==> src/rtl/ads41_idelay_cal_pkg.sv <==
// ads41_cal_pkg: calibration FSM encoding, default constants and lane slicing.
package ads41_cal_pkg;

  typedef enum logic [2:0] {
    S_IDLE,
    S_LOAD,
    S_SETTLE,
    S_CHECK,
    S_SCORE,
    S_CENTER,
    S_APPLY,
    S_DONE
  } cal_state_t;

  localparam int          TAP_BITS_DEF = 5;
  localparam int          MIN_EYE_DEF  = 4;
  localparam logic [11:0] PAT_A_DEF    = 12'hAAA;

  // Lane k carries bits {2k+1, 2k}; callers pass the word zero-extended to 64 bits.
  function automatic logic [1:0] lane_slice(input logic [63:0] word, input int k);
    return word[2*k +: 2];
  endfunction

endpackage

==> src/rtl/ads41_idelay_cal_if.sv <==
// ads41_idelay_cal_if: capture-data input, start request, status and IDELAY control.
interface ads41_idelay_cal_if
  import ads41_cal_pkg::*;
#(
  parameter int NBITS    = 12,
  parameter int TAP_BITS = TAP_BITS_DEF
);
  localparam int NLANES = NBITS / 2;

  logic                start;
  logic                d_valid;
  logic [NBITS-1:0]    d_in;
  logic                busy;
  logic                done;
  logic                fail;
  logic [NLANES-1:0]   lane_fail;
  logic [TAP_BITS-1:0] dly_tap;
  logic [NLANES-1:0]   dly_load;

  modport master (
    output start, d_valid, d_in,
    input  busy, done, fail, lane_fail, dly_tap, dly_load
  );

  modport slave (
    input  start, d_valid, d_in,
    output busy, done, fail, lane_fail, dly_tap, dly_load
  );
endinterface

==> src/rtl/ads41_idelay_cal_eye_tracker.sv <==
// ads41_eye_tracker: per-lane run tracking over the tap sweep and eye-centre pick.
// The earliest of equally long runs wins; an eye shorter than MIN_EYE marks the lane failed.
module ads41_eye_tracker
  import ads41_cal_pkg::*;
#(
  parameter int TAP_BITS = TAP_BITS_DEF,
  parameter int MIN_EYE  = MIN_EYE_DEF
) (
  input  logic                clk,
  input  logic                rst,
  input  logic                clr,
  input  logic                score,
  input  logic                pass,
  input  logic                center_stb,
  input  logic [TAP_BITS-1:0] tap,
  output logic [TAP_BITS-1:0] centre,
  output logic                lane_fail
);
  localparam logic [TAP_BITS:0] LEN_ONE = (TAP_BITS+1)'(1);
  localparam logic [TAP_BITS:0] LEN_MIN = (TAP_BITS+1)'(MIN_EYE);

  logic [TAP_BITS-1:0] cur_start, best_start, run_start;
  logic [TAP_BITS:0]   cur_len, best_len, run_len;

  // Start and length of the run if the current tap passes.
  always_comb begin
    run_start = (cur_len == '0) ? tap : cur_start;
    run_len   = cur_len + LEN_ONE;
  end

  // Run/best bookkeeping on score, centre and verdict on center_stb.
  always_ff @(posedge clk or posedge rst) begin
    if (rst) begin
      cur_start  <= '0;
      cur_len    <= '0;
      best_start <= '0;
      best_len   <= '0;
      centre     <= '0;
      lane_fail  <= 1'b0;
    end else if (clr) begin
      cur_start  <= '0;
      cur_len    <= '0;
      best_start <= '0;
      best_len   <= '0;
      centre     <= '0;
      lane_fail  <= 1'b0;
    end else begin
      if (score) begin
        if (pass) begin
          cur_start <= run_start;
          cur_len   <= run_len;
          if (run_len > best_len) begin
            best_start <= run_start;
            best_len   <= run_len;
          end
        end else begin
          cur_len <= '0;
        end
      end
      if (center_stb) begin
        if (best_len >= LEN_MIN) begin
          centre    <= best_start + TAP_BITS'((best_len - LEN_ONE) >> 1);
          lane_fail <= 1'b0;
        end else begin
          centre    <= '0;
          lane_fail <= 1'b1;
        end
      end
    end
  end

endmodule

==> src/rtl/ads41_idelay_cal.sv <==
// ads41_idelay_cal: sweeps a shared IDELAY tap over all lanes, scores the toggle
// pattern per lane and loads each lane with the centre of its widest eye.
//
//   state    | meaning
//   ---------+---------------------------------------------------------------
//   S_IDLE   | waiting for start
//   S_LOAD   | present current sweep tap to all lanes (one cycle)
//   S_SETTLE | wait SETTLE_CYCLES for the delay line to settle
//   S_CHECK  | seed on first valid, then check CHECK_CYCLES valid samples
//   S_SCORE  | fold per-lane pass/fail into the eye trackers, advance tap
//   S_CENTER | trackers compute centre and lane verdict
//   S_APPLY  | load centre into lane 0..NLANES-1, one lane per cycle
//   S_DONE   | results held; start begins a new calibration
module ads41_idelay_cal
  import ads41_cal_pkg::*;
#(
  parameter int               NBITS         = 12,
  parameter int               TAP_BITS      = TAP_BITS_DEF,
  parameter int               SETTLE_CYCLES = 64,
  parameter int               CHECK_CYCLES  = 1024,
  parameter int               MIN_EYE       = MIN_EYE_DEF,
  parameter logic [NBITS-1:0] PAT_A         = NBITS'(PAT_A_DEF)
) (
  input logic               clk,
  input logic               rst,
  ads41_idelay_cal_if.slave bus
);
  localparam int NLANES  = NBITS / 2;
  localparam int CNT_MAX = (SETTLE_CYCLES > CHECK_CYCLES) ? SETTLE_CYCLES : CHECK_CYCLES;
  localparam int CNT_W   = $clog2(CNT_MAX + 1);
  localparam int LANE_W  = (NLANES > 1) ? $clog2(NLANES) : 1;
  localparam logic [NBITS-1:0]    PAT_B   = ~PAT_A;
  localparam logic [TAP_BITS-1:0] TAP_MAX = '1;

  cal_state_t          state, state_nxt;
  logic [TAP_BITS-1:0] tap_r, dly_tap_r;
  logic [CNT_W-1:0]    cnt;
  logic [LANE_W-1:0]   lane_idx;
  logic                seeded, done_r, fail_r;
  logic                accept, score_stb, center_stb, cnt_zero, apply_last;
  logic [NBITS-1:0]    prev_word;
  logic [NLANES-1:0]   err, lane_err, lane_fail_w, dly_load_r;
  logic [TAP_BITS-1:0] centre [NLANES];

  assign accept     = bus.start && ((state == S_IDLE) || (state == S_DONE));
  assign cnt_zero   = (cnt == '0);
  assign apply_last = (lane_idx == LANE_W'(NLANES - 1));

  assign bus.busy      = (state != S_IDLE) && (state != S_DONE);
  assign bus.done      = done_r;
  assign bus.fail      = fail_r;
  assign bus.lane_fail = lane_fail_w;
  assign bus.dly_tap   = dly_tap_r;
  assign bus.dly_load  = dly_load_r;

  // A lane errs on an illegal slice or on a slice that failed to toggle.
  for (genvar k = 0; k < NLANES; k++) begin : g_lane
    logic [1:0] cur_sl;
    assign cur_sl      = lane_slice(64'(bus.d_in), k);
    assign lane_err[k] = ((cur_sl != lane_slice(64'(PAT_A), k)) &&
                          (cur_sl != lane_slice(64'(PAT_B), k))) ||
                         (cur_sl == lane_slice(64'(prev_word), k));

    ads41_eye_tracker #(
      .TAP_BITS (TAP_BITS),
      .MIN_EYE  (MIN_EYE)
    ) u_eye (
      .clk        (clk),
      .rst        (rst),
      .clr        (accept),
      .score      (score_stb),
      .pass       (!err[k]),
      .center_stb (center_stb),
      .tap        (tap_r),
      .centre     (centre[k]),
      .lane_fail  (lane_fail_w[k])
    );
  end

  // State register.
  always_ff @(posedge clk or posedge rst) begin
    if (rst) state <= S_IDLE;
    else     state <= state_nxt;
  end

  // Next state and tracker strobes.
  always_comb begin
    state_nxt  = state;
    score_stb  = 1'b0;
    center_stb = 1'b0;
    case (state)
      S_IDLE, S_DONE: if (bus.start) state_nxt = S_LOAD;
      S_LOAD:         state_nxt = S_SETTLE;
      S_SETTLE:       if (cnt_zero) state_nxt = S_CHECK;
      S_CHECK:        if (bus.d_valid && seeded && cnt_zero) state_nxt = S_SCORE;
      S_SCORE: begin
        score_stb = 1'b1;
        state_nxt = (tap_r == TAP_MAX) ? S_CENTER : S_LOAD;
      end
      S_CENTER: begin
        center_stb = 1'b1;
        state_nxt  = S_APPLY;
      end
      S_APPLY:        if (apply_last) state_nxt = S_DONE;
      default:        state_nxt = S_IDLE;
    endcase
  end

  // Sweep tap, settle/check down-counter, error capture and registered outputs.
  always_ff @(posedge clk or posedge rst) begin
    if (rst) begin
      tap_r      <= '0;
      cnt        <= '0;
      lane_idx   <= '0;
      seeded     <= 1'b0;
      prev_word  <= '0;
      err        <= '0;
      dly_tap_r  <= '0;
      dly_load_r <= '0;
      done_r     <= 1'b0;
      fail_r     <= 1'b0;
    end else begin
      dly_load_r <= '0;
      case (state)
        S_IDLE, S_DONE: begin
          if (bus.start) begin
            tap_r  <= '0;
            done_r <= 1'b0;
            fail_r <= 1'b0;
          end
        end
        S_LOAD: begin
          dly_tap_r  <= tap_r;
          dly_load_r <= '1;
          cnt        <= CNT_W'(SETTLE_CYCLES - 1);
          seeded     <= 1'b0;
          err        <= '0;
        end
        S_SETTLE: begin
          if (cnt_zero) cnt <= CNT_W'(CHECK_CYCLES - 1);
          else          cnt <= cnt - CNT_W'(1);
        end
        S_CHECK: begin
          if (bus.d_valid) begin
            prev_word <= bus.d_in;
            seeded    <= 1'b1;
            if (seeded) begin
              err <= err | lane_err;
              if (!cnt_zero) cnt <= cnt - CNT_W'(1);
            end
          end
        end
        S_SCORE: begin
          if (tap_r != TAP_MAX) tap_r <= tap_r + TAP_BITS'(1);
        end
        S_CENTER: lane_idx <= '0;
        S_APPLY: begin
          dly_tap_r  <= centre[lane_idx];
          dly_load_r <= NLANES'(1) << lane_idx;
          lane_idx   <= lane_idx + LANE_W'(1);
          if (apply_last) begin
            done_r <= 1'b1;
            fail_r <= |lane_fail_w;
          end
        end
        default: ;
      endcase
    end
  end

endmodule

==> src/flat_wrapper.sv <==
// flat-port wrapper written by rule: the top's interface ports become plain ports
module ads41_idelay_cal_flat import ads41_cal_pkg::*;
#(
  parameter int               NBITS         = 12,
  parameter int               TAP_BITS      = TAP_BITS_DEF,
  parameter int               SETTLE_CYCLES = 64,
  parameter int               CHECK_CYCLES  = 1024,
  parameter int               MIN_EYE       = MIN_EYE_DEF,
  parameter logic [NBITS-1:0] PAT_A         = NBITS'(PAT_A_DEF)
)
  (clk, rst, bus_start, bus_d_valid, bus_d_in, bus_busy, bus_done, bus_fail, bus_lane_fail, bus_dly_tap, bus_dly_load);
  ads41_idelay_cal_if #(.NBITS(NBITS), .TAP_BITS(TAP_BITS)) bus_i ();
  input logic clk;
  input logic rst;
  input wire logic [$bits(bus_i.start)-1:0] bus_start;
  input wire logic [$bits(bus_i.d_valid)-1:0] bus_d_valid;
  input wire logic [$bits(bus_i.d_in)-1:0] bus_d_in;
  output wire logic [$bits(bus_i.busy)-1:0] bus_busy;
  output wire logic [$bits(bus_i.done)-1:0] bus_done;
  output wire logic [$bits(bus_i.fail)-1:0] bus_fail;
  output wire logic [$bits(bus_i.lane_fail)-1:0] bus_lane_fail;
  output wire logic [$bits(bus_i.dly_tap)-1:0] bus_dly_tap;
  output wire logic [$bits(bus_i.dly_load)-1:0] bus_dly_load;
  assign bus_i.start = bus_start;
  assign bus_i.d_valid = bus_d_valid;
  assign bus_i.d_in = bus_d_in;
  assign bus_busy = bus_i.busy;
  assign bus_done = bus_i.done;
  assign bus_fail = bus_i.fail;
  assign bus_lane_fail = bus_i.lane_fail;
  assign bus_dly_tap = bus_i.dly_tap;
  assign bus_dly_load = bus_i.dly_load;
  ads41_idelay_cal #(.NBITS(NBITS), .TAP_BITS(TAP_BITS), .SETTLE_CYCLES(SETTLE_CYCLES), .CHECK_CYCLES(CHECK_CYCLES), .MIN_EYE(MIN_EYE), .PAT_A(PAT_A)) u_core (.clk(clk), .rst(rst), .bus(bus_i));
endmodule
==> config.mk <==
export PLATFORM = sky130hd
export DESIGN_NAME = ads41_idelay_cal_flat
export DESIGN_NICKNAME = d
export VERILOG_FILES = /design/src/rtl/ads41_idelay_cal_pkg.sv /design/src/rtl/ads41_idelay_cal_if.sv /design/src/rtl/ads41_idelay_cal_eye_tracker.sv /design/src/rtl/ads41_idelay_cal.sv /design/src/flat_wrapper.sv
export SDC_FILE = /design/constraint.sdc
export NUM_CORES = 1
export LEC_CHECK = 0
export CAP_MARGIN = 10
export CELL_PAD_IN_SITES_DETAIL_PLACEMENT = 1
export CELL_PAD_IN_SITES_GLOBAL_PLACEMENT = 2
export CORE_ASPECT_RATIO = 1.5
export CORE_MARGIN = 5
export CORE_UTILIZATION = 44
export DETAILED_ROUTE_END_ITERATION = 10
export PLACE_DENSITY = 0.95
export SLEW_MARGIN = 20
export SYNTH_ARGS = -nofsm -noshare
export SYNTH_HDL_FRONTEND = slang
export SYNTH_SLANG_ARGS = --single-unit
export TNS_END_PERCENT = 10
==> constraint.sdc <==
create_clock -name clk -period 21.4 [get_ports clk]
set_input_delay 3.21 -clock clk [delete_from_list [all_inputs] [get_ports clk]]
set_output_delay 3.21 -clock clk [all_outputs]
set_load 0.1 [all_outputs]
==> flow_metrics.py <==
metrics = {
    "grt": {
        "grtUsageMet2_pct": 38.7,
        "grt_pass1_wl_um": 54300,
        "met3_usage_pct": 2.40,
        "grt_max_degree": 151,
        "grt_usage_pct": 20.5,
        "top_usage_layer": "met2",
        "grt_use_met1_pct": 23.8,
        "antenna_found_initial": 0,
        "grt-ovfl-total": 0,
        "grt_pass1_vias": 10500,
    },
    "worst_setup_path": {
        "crit_required_ns": 18.19,
        "path_class": "reg -> out",
        "path_max_fanout": 30,
        "crit_path_end_kind": "output pin",
        "cp-start-kind": "register",
        "crit_arrival_ns": 3.00,
    },
    "clock_tree": {
        "numCtsBuffers": 23,
        "cts_root_buf": "clkbuf_16",
        "htree_num_levels": 1,
        "clock_path_buffers": 3,
        "cts_tree": "built",
        "cts_hold_buf": 0,
        "clkSinkCount": 222,
        "clk_pin_slew_ns": 0.06,
        "clkLatencyLatePin_ns": 0.52,
        "post_cts_buffers": 0,
        "ctsResizeCount": 0,
    },
    "routing": {
        "wirelength_um": 32300,
        "drc": 0,
        "dr_total_vias": 9462,
        "drt_iter0_markers": 429,
        "vias_per_cell": 5.55,
        "detail_route.wl_per_cell_um": 19.0,
        "final_antenna_net_count": 0,
        "drt_first_pass_iters": 6,
    },
    "synth": {
        "yosysTopAreaCell": "dfrtp_1",
        "ys_ff_latch": 222,
        "yosysMostFrequentCell": "dfrtp_1",
        "netlist_top_cells_count": "222 x dfrtp_1, 124 x inv_1, 100 x nand3_1",
        "yosysWarningCount": 0,
        "synth_area_leaders": "dfrtp_1 43%, ha_1 9.0%, mux2i_1 5.5%",
        "async_reset_ff_share_pct": 100,
        "ys.flop_type": "dfrtp_1",
        "netlist_instances": 1305,
        "synth_cell_type_count": 62,
        "synth_edf_count": 0,
        "synth_top_area_share_pct": 43.2,
        "seq_area_frac_synth_pct": 43.2,
        "avgSynthCellArea_um2": 9.84,
        "syn-num-nets": 1419,
        "netlist_area_um2": 12800,
    },
    "floorplanning": {
        "die_w_um": 150,
        "coreArea_um2": 28800,
        "die_area_um2": 32800,
        "io-pin-count": 36,
        "die_h_um": 219,
        "rows": 76,
        "initial_utilization_pct": 44.6,
    },
    "timing": {
        "hold_violations": 0,
        "setup_violations": 0,
        "finalSetupTns_ns": 0,
        "min_period_over_period_pct": 29.0,
        "grt_setup_unrepaired": "false",
        "timing.fmax_mhz": 161,
        "slew_violations": 0,
        "slew_headroom_pct": 30.9,
        "skew_ns": 0.0102,
        "min_period_ns": 6.21,
        "worst_pin_slew_ns": 1.03,
    },
    "pwr": {
        "p_switching_uw": 211,
        "clockPowerShare_pct": 43.0,
        "power_density_nw_per_um2": 61.9,
        "combPwrFrac_pct": 6.3,
        "power_uw": 872,
        "p_leak_nw": 6.51,
        "ir_drop_mv": 0.0700,
        "p_seq_share_pct": 50.7,
        "power.internal_uw": 661,
        "swShare_pct": 24.2,
    },
    "placed_design": {
        "place_inst": 1667,
        "dp_hpwl_um": 22700,
        "dpl_cell_area_um2": 13400,
        "port_buffers": 35,
        "place_congestion": 0.812,
    },
    "status": {
        "status": "finished, final reports clean",
    },
    "run": {
        "maxCapViolCount": 0,
    },
    "cells_and_area": {
        "stdcell_count": 1704,
        "finalNetCount": 1416,
        "final_area_um2": 14100,
        "diodes": 0,
        "synthToLayoutAreaGrowth_pct": 9.61,
        "drive_gt1_share_pct": 7.99,
    },
    "min_path": {
        "holdCritPathClass": "reg -> reg",
    },
}
==> placed cells by master, fill, tap and decap left out, types with 6 or more instances in the layout <==
cell type / Yosys / routed
a22o_1: 25 / 25
o21ai_1: 20 / 20
inv_1: 124 / 123
o21ai_0: 81 / 81
nor2_1: 86 / 85
nor2b_1: 15 / 15
nor3b_1: 6 / 6
o31ai_1: 7 / 7
a211oi_1: 6 / 6
clkbuf_16: 0 / 23
a21oi_1: 39 / 38
mux2_2: 8 / 8
a21o_1: 23 / 23
mux2i_1: 70 / 70
o21ai_2: 31 / 31
nand2_1: 75 / 74
nor3_1: 16 / 16
xor2_1: 33 / 33
o211ai_1: 6 / 6
nand3_1: 100 / 100
nor4_2: 6 / 6
ha_1: 92 / 92
clkdlybuf4s50_1: 0 / 35
a31oi_1: 8 / 8
nand2b_1: 15 / 15
nor4_1: 7 / 7
fa_1: 6 / 6
dfrtp_1: 222 / 222
xnor2_1: 41 / 41
==> registers in the layout, summed over array words and instances (netlist names) <==
signal and cells:
u_core.prev_word 12, u_core.state 3, u_core.seeded 1, u_core.err 6, u_core.tap_r 5, u_core.g_lane.u_eye.best_len 36
u_core.g_lane.u_eye.lane_fail 6, u_core.bus.dly_load 6, u_core.g_lane.u_eye.cur_len 36, u_core.g_lane.u_eye.cur_start 30, u_core.bus.done 1, u_core.cnt 11
u_core.lane_idx 3, u_core.bus.dly_tap 5, u_core.g_lane.u_eye.best_start 30, u_core.bus.fail 1, u_core.g_lane.u_eye.centre 30
==> power groups by stage <==
stage / Sequential [mW] / Clock, mW / Combinational (mW)
after floorplan: 0.446 / 0 / 0.0407
after global placement: 0.448 / 0 / 0.0527
after detailed placement: 0.449 / 0 / 0.0555
after CTS: 0.442 / 0.384 / 0.0563
after global routing: 0.444 / 0.402 / 0.0631
final: 0.442 / 0.375 / 0.0548
==> logic make-up (layout without fill, tap and decap cells) <==
group | Yosys count | after routing | share of synthesized area (%)
and+or+nand+nor | 359 | 359 | 14.0
DFF | 222 | 222 | 43.2
xor gates and xnor gates | 74 | 74 | 5.05
muxes | 83 | 83 | 7.03
adders and majority gates | 98 | 98 | 9.90
AOI/OAI and AO/OA | 277 | 277 | 14.4
buffers and inverters | 192 | 201 | 6.37
==> metal layers <==
metal / share of wire, % / routed length [µm] / up-vias
met2: 54 / 17300 / 117
met5: 0 / 0 / -
met1: 40 / 13100 / 4794
met4: 2.9 / 930 / 0
met3: 3.1 / 998 / 57
li1: - / - / 4494
==> worst max-delay path, cell delays in order, from the launching register on <==
cell and delay (ns):
dfrtp_1 0.88, or3_1 0.28, nand2_1 0.11, inv_1 0.09
clkdlybuf4s50_1 1.14
==> final timing paths <==
path / slack, ns / end / startpoint / cells after the start
min in group asynchronous: 3.26 / u_core.g_lane[0].u_eye.centre[0] / rst / 2
min reg2reg: 0.50 / u_core.g_lane[4].u_eye.centre[1] / u_core.g_lane[4].u_eye.centre[1] / 2
min: 0.50 / u_core.g_lane[4].u_eye.centre[1] / u_core.g_lane[4].u_eye.centre[1] / 2
max in group asynchronous: 16.72 / u_core.g_lane[2].u_eye.cur_len[5] / rst / 3
max reg2reg: 18.44 / u_core.g_lane[0].u_eye.best_len[2] / u_core.g_lane[0].u_eye.cur_len[0] / 10
max: 15.19 / bus_busy / u_core.state[2] / 4
==> stage by stage <==
stage | hold slack [ns] | setup slack [ns] | util [%]
2_1_floorplan | 0.443 | 12.11 | -
3_3_place_gp | 0.478 | 15.81 | 46.5
3_5_place_dp | 0.485 | 15.73 | 46.5
4_1_cts | 0.507 | 15.17 | 48.8
5_1_grt | 0.525 | 15.04 | 48.9
6_report | 0.501 | 15.19 | 48.9
==> cell type report <==
cell class	instances	area (µm²)
fillers	3219	14700
flip-flops and latches	222	5560
multi-input cells	891	6500
well taps	390	488
clock inverters	5	25.0
inverters	124	478
repair buffers	40	388
clock buffers	32	649
(Power assumes the default switching activity.)
